File: config.mk
export PLATFORM = sky130hd
export DESIGN_NAME = seq_tx
export DESIGN_NICKNAME = d
export VERILOG_FILES = /design/src/rtl/seq_tx_pkg.sv /design/src/rtl/seq_tx_shreg.sv /design/src/rtl/seq_tx.sv
export SDC_FILE = /design/constraint.sdc
export NUM_CORES = 1
export LEC_CHECK = 0
export BUFFER_PORTS_ARGS = -buffer_cell sky130_fd_sc_hd__buf_2
export CORE_MARGIN = 1
export CORE_UTILIZATION = 40
export CTS_BUF_LIST = sky130_fd_sc_hd__clkbuf_8
export DETAILED_ROUTE_END_ITERATION = 12
export GPL_ROUTABILITY_DRIVEN = 1
export SYNTH_ARGS = -nofsm -noshare
export SYNTH_HDL_FRONTEND = slang
export SYNTH_SLANG_ARGS = --single-unit
File: constraint.sdc
create_clock -name clk -period 3.44 [get_ports clk]
set_clock_uncertainty 0.2 [all_clocks]
set_input_delay 0.688 -clock clk [delete_from_list [all_inputs] [get_ports clk]]
set_output_delay 0.688 -clock clk [all_outputs]
set_load 0.05 [all_outputs]
File: src/rtl/seq_tx_pkg.sv
// Shared types and constants for the serial pattern transmitter and its detector bench.
// SEQ_TX_PARITY_EN (optional define) appends an even-parity bit to every frame.
package seq_tx_pkg;

    typedef enum logic [1:0] {
        ST_IDLE  = 2'd0,
        ST_SHIFT = 2'd1,
        ST_GAP   = 2'd2
    } seq_tx_state_e;

    localparam logic [11:0] SEQ_PATTERN = 12'b1110_1101_1011;

`ifdef SEQ_TX_PARITY_EN
    localparam int PARITY_BITS = 1;
`else
    localparam int PARITY_BITS = 0;
`endif

    // Counter width helper: never returns less than one bit.
    function automatic int clog2_min1(input int value);
        return (value > 1) ? $clog2(value) : 1;
    endfunction

endpackage

File: src/rtl/seq_tx_shreg.sv
// Loadable MSB-first shift register; zeros enter at the LSB so it drains to all-zero.
module seq_tx_shreg #(
    parameter int WIDTH = 12
) (
    input  logic             clk,
    input  logic             reset_n,
    input  logic             load,
    input  logic             shift,
    input  logic [WIDTH-1:0] load_data,
    output logic             msb
);

    logic [WIDTH-1:0] sh_reg;
    logic [WIDTH-1:0] sh_next;
    logic [WIDTH-1:0] shifted;

    genvar gi;
    generate
        for (gi = 0; gi < WIDTH; gi++) begin : g_bit
            if (gi == 0) begin : g_lsb
                assign shifted[gi] = 1'b0;
            end else begin : g_upper
                assign shifted[gi] = sh_reg[gi-1];
            end
        end
    endgenerate

    always_comb begin
        sh_next = sh_reg;
        if (load) begin
            sh_next = load_data;
        end else if (shift) begin
            sh_next = shifted;
        end
    end

    always_ff @(posedge clk or negedge reset_n) begin
        if (!reset_n) begin
            sh_reg <= '0;
        end else begin
            sh_reg <= sh_next;
        end
    end

    assign msb = sh_reg[WIDTH-1];

endmodule

File: src/rtl/seq_tx.sv
// Serial pattern transmitter: valid/ready word in, MSB-first bit stream out on x_o.
// Optional define SEQ_TX_PARITY_EN appends an even-parity bit after the data LSB.
module seq_tx
    import seq_tx_pkg::*;
#(
    parameter int WIDTH      = 12,
    parameter int GAP_CYCLES = 0
) (
    input  logic             clk,
    input  logic             reset_n,
    input  logic [WIDTH-1:0] data_i,
    input  logic             valid_i,
    output logic             ready_o,
    output logic             x_o,
    output logic             busy_o,
    output logic             done_o
);

    localparam int FRAME_LEN = WIDTH + PARITY_BITS;
    localparam int CW        = clog2_min1(FRAME_LEN + 1);
    localparam int GW        = clog2_min1(GAP_CYCLES + 1);

    localparam logic [CW-1:0] BIT_FIRST = CW'(1);
    localparam logic [CW-1:0] BIT_LAST  = CW'(FRAME_LEN);
    localparam logic [GW-1:0] GAP_FIRST = GW'(1);
    localparam logic [GW-1:0] GAP_LAST  = GW'(GAP_CYCLES);
    localparam logic          HAS_GAP   = (GAP_CYCLES > 0);

    localparam logic [1:0] S_IDLE  = ST_IDLE;
    localparam logic [1:0] S_SHIFT = ST_SHIFT;
    localparam logic [1:0] S_GAP   = ST_GAP;

    logic [1:0]           state_reg;
    logic [1:0]           state_next;
    logic [CW-1:0]        bit_cnt_reg;
    logic [CW-1:0]        bit_cnt_next;
    logic [GW-1:0]        gap_cnt_reg;
    logic [GW-1:0]        gap_cnt_next;
    logic                 last_bit;
    logic                 accept;
    logic                 sh_load;
    logic                 sh_shift;
    logic [FRAME_LEN-1:0] frame_word;

`ifdef SEQ_TX_PARITY_EN
    assign frame_word = {data_i, ^data_i};
`else
    assign frame_word = data_i;
`endif

    // bit_cnt counts the frame bit currently visible on x_o (1..FRAME_LEN).
    assign last_bit = (state_reg == S_SHIFT) && (bit_cnt_reg == BIT_LAST);
    assign ready_o  = (state_reg == S_IDLE) || (!HAS_GAP && last_bit);
    assign accept   = valid_i && ready_o;
    assign busy_o   = (state_reg != S_IDLE);
    assign done_o   = last_bit;

    always_comb begin
        state_next   = state_reg;
        bit_cnt_next = bit_cnt_reg;
        gap_cnt_next = gap_cnt_reg;
        sh_load      = 1'b0;
        sh_shift     = 1'b0;
        case (state_reg)
            S_IDLE: begin
                if (accept) begin
                    state_next   = S_SHIFT;
                    bit_cnt_next = BIT_FIRST;
                    sh_load      = 1'b1;
                end
            end
            S_SHIFT: begin
                if (last_bit) begin
                    if (accept) begin
                        bit_cnt_next = BIT_FIRST;
                        sh_load      = 1'b1;
                    end else begin
                        // One more shift empties the register so x_o returns to 0.
                        sh_shift     = 1'b1;
                        bit_cnt_next = '0;
                        if (HAS_GAP) begin
                            state_next   = S_GAP;
                            gap_cnt_next = GAP_FIRST;
                        end else begin
                            state_next = S_IDLE;
                        end
                    end
                end else begin
                    sh_shift     = 1'b1;
                    bit_cnt_next = bit_cnt_reg + CW'(1);
                end
            end
            S_GAP: begin
                if (gap_cnt_reg == GAP_LAST) begin
                    state_next   = S_IDLE;
                    gap_cnt_next = '0;
                end else begin
                    gap_cnt_next = gap_cnt_reg + GW'(1);
                end
            end
            default: begin
                state_next   = S_IDLE;
                bit_cnt_next = '0;
                gap_cnt_next = '0;
            end
        endcase
    end

    always_ff @(posedge clk or negedge reset_n) begin
        if (!reset_n) begin
            state_reg   <= S_IDLE;
            bit_cnt_reg <= '0;
            gap_cnt_reg <= '0;
        end else begin
            state_reg   <= state_next;
            bit_cnt_reg <= bit_cnt_next;
            gap_cnt_reg <= gap_cnt_next;
        end
    end

    seq_tx_shreg #(
        .WIDTH (FRAME_LEN)
    ) u_shreg (
        .clk       (clk),
        .reset_n   (reset_n),
        .load      (sh_load),
        .shift     (sh_shift),
        .load_data (frame_word),
        .msb       (x_o)
    );

endmodule
==> metrics.txt <==
CP top delay family=flip-flops; Final GP Congestion=0.812; number of global-route vias before repair=573; Longest Clk Path Bufs=2; CTS tree=built; Routed Antenna Nets=0; Setup crit start kind=flop; layout net count=105; CP Capture Type=output pin; Crit path largest cell delay=0.41 ns; height of the die=47.0 um; CP max stage cell=dfrtp_1; CTS sink count=17; Setup-failing EPs final=0; crit-path cells=inv_1 > ha_1 > nand3_2 > nand2_1 > buf_2; pre-CTS WS=1.32 ns; Synth Cell Area=810 um2; fillers=179; GRT Util Overall=18.8%; Congestion Overflow GR=0; Via density=5.56; Vias=623; number of max-cap violations=0; initial antenna violation count=0; final WL=1710 um; dpl cell area=897 um2; Worst Slack Setup Final=1.05 ns; Initial Utilization=44.9%; final worst path period share=69.5%; first-pass GRT wire length=2730 um; post-route cell area=943 um2; TritonCTS Buffers=3; DIE WIDTH=47.0 um; max reg flops=12; DR iter-0 viols=29; sequential-to-total area share from yosys stat=52.6%; hold crit path type=input port to async pin; PD cells=784 nW/um2; clk_lat worst skew=0.26 ns; footprint of the multi-input gates=335 um2; number of top-level pins=19; crit path max fanout=6; Final Core Density=52.4%; post-synth cell types=23; Core Box Area=1800 um2; critical path data arrival time=1.50 ns; synthesized net count=87; RSZ-0062 raised after global routing=false; worst-margin pin slew=0.602 ns; Synth warnings=0; f_max=418 MHz; Finished Layout Cells=112; Hold WS=0.133 ns; Avg Cell Area, Syn=11.6 um2; Inst Count DP=108; Worst Path Required=2.55 ns; clock slew seen by the registers of the worst setup and hold paths=0.07 ns; htree depth=1; worst path bufs/invs=2; leakage=0.506 nW; #FFs+latches synth=17; final setup TNS=0 ns; Max Slew Vio Count=0; root buf cell=clkbuf_8; port buffer count=18; Final HPWL DP=1100 um; Die Area=2210 um2; max_slew headroom=59.6%; status=complete, no violations; Sequential Area=425 um2; Hold-fix buffers, CTS=0; ant diodes=0; Post-CTS Resized=0; Period minus WS final=2.39 ns; Mapped Cells=70; # rows=15; drt drc=0; largest net degree at the start of global routing=22; Pwr Total=0.740 mW; crit path kind=flop to output pin; TritonRoute pass-1 iters=4; Max IR drop VDD=0.427 mV; Post-CTS Setup Bufs=0; endpoints failing hold=0; wire length per cell=15.3 um; Area Overhead vs Synth=16.5%; share of layout cells above drive strength 1=29.9%
[layer usage]
layer	wire length, um	GRT usage [%]	up-vias
met3	96	8.08	2
met4	11	6.86	0
met5	0	0	-
met2	845	30.0	18
li1	-	-	300
met1	758	22.5	303
[power by group]
| part | switching [mW] | internal, mW | leakage (nW) |
|---|---|---|---|
| registers | 0.0611 | 0.271 | 0.221 |
| clock network | 0.0733 | 0.0806 | 0.0255 |
| logic | 0.137 | 0.117 | 0.260 |
| total | 0.272 | 0.468 | 0.506 |
[cell families (layout without fill, tap and decap cells)]
logic type	after synthesis	in the layout	share of synthesized area [%]
DFF	17	17	52.6
adders and majority gates	2	2	3.09
buffers and inverters	9	26	6.03
muxes	1	1	1.24
and+or+nand+nor	25	25	17.9
AOI/OAI and AO/OA	16	16	19.2
[synth_stat cells (all sizes together)]
library cell,count,area share (%)
nand2b,1,0.77
nand3,3,2.5
a31oi,1,0.77
a32o,1,1.2
ha,2,3.1
dfrtp,17,53
a21boi,1,1.4
nand3b,1,0.93
mux2i,1,1.2
o311ai,1,1.1
nand4,2,1.5
inv,4,1.9
nor2,2,1.2
nand2,5,2.3
a22o,1,1.1
a221o,11,14
buf,5,4.2
and3,11,8.7
[layout by cell type (no fill, tap or decap), drive strengths merged, types with 2 or more instances in the layout]
master  Yosys  layout
clkbuf      0       3
inv         4       4
buf         5      18
nor2        2       2
ha          2       2
dfrtp      17      17
nand3       3       3
and3       11      11
nand4       2       2
a221o      11      11
nand2       5       5
[area by class of cell]
cell class,instances,share of cell area (%)
Clock inverter,1,0.531
Multi-Input combinational cell,44,35.5
Sequential cell,17,45.1
Clock buffer,3,4.38
Tap cell,25,3.32
Inverter,4,1.59
Timing Repair Buffer,18,9.55
[worst paths after layout]
kind / startpoint / endpoint / slack (ns) / depth (start not counted)
min in group clk: u_shreg.sh_reg[0]$_DFFE_PN0P_ / u_shreg.sh_reg[0]$_DFFE_PN0P_ / 0.30 / 1
max in group asynchronous: reset_n / bit_cnt_reg[2]$_DFFE_PN0P_ / 2.63 / 1
hold / removal: reset_n / u_shreg.sh_reg[10]$_DFFE_PN0P_ / 0.13 / 1
setup / recovery: bit_cnt_reg[0]$_DFFE_PN0P_ / ready_o / 1.05 / 5
hold reg to reg: u_shreg.sh_reg[0]$_DFFE_PN0P_ / u_shreg.sh_reg[0]$_DFFE_PN0P_ / 0.30 / 1
setup reg to reg: bit_cnt_reg[0]$_DFFE_PN0P_ / u_shreg.sh_reg[2]$_DFFE_PN0P_ / 1.55 / 5
(Power assumes the default switching activity.)
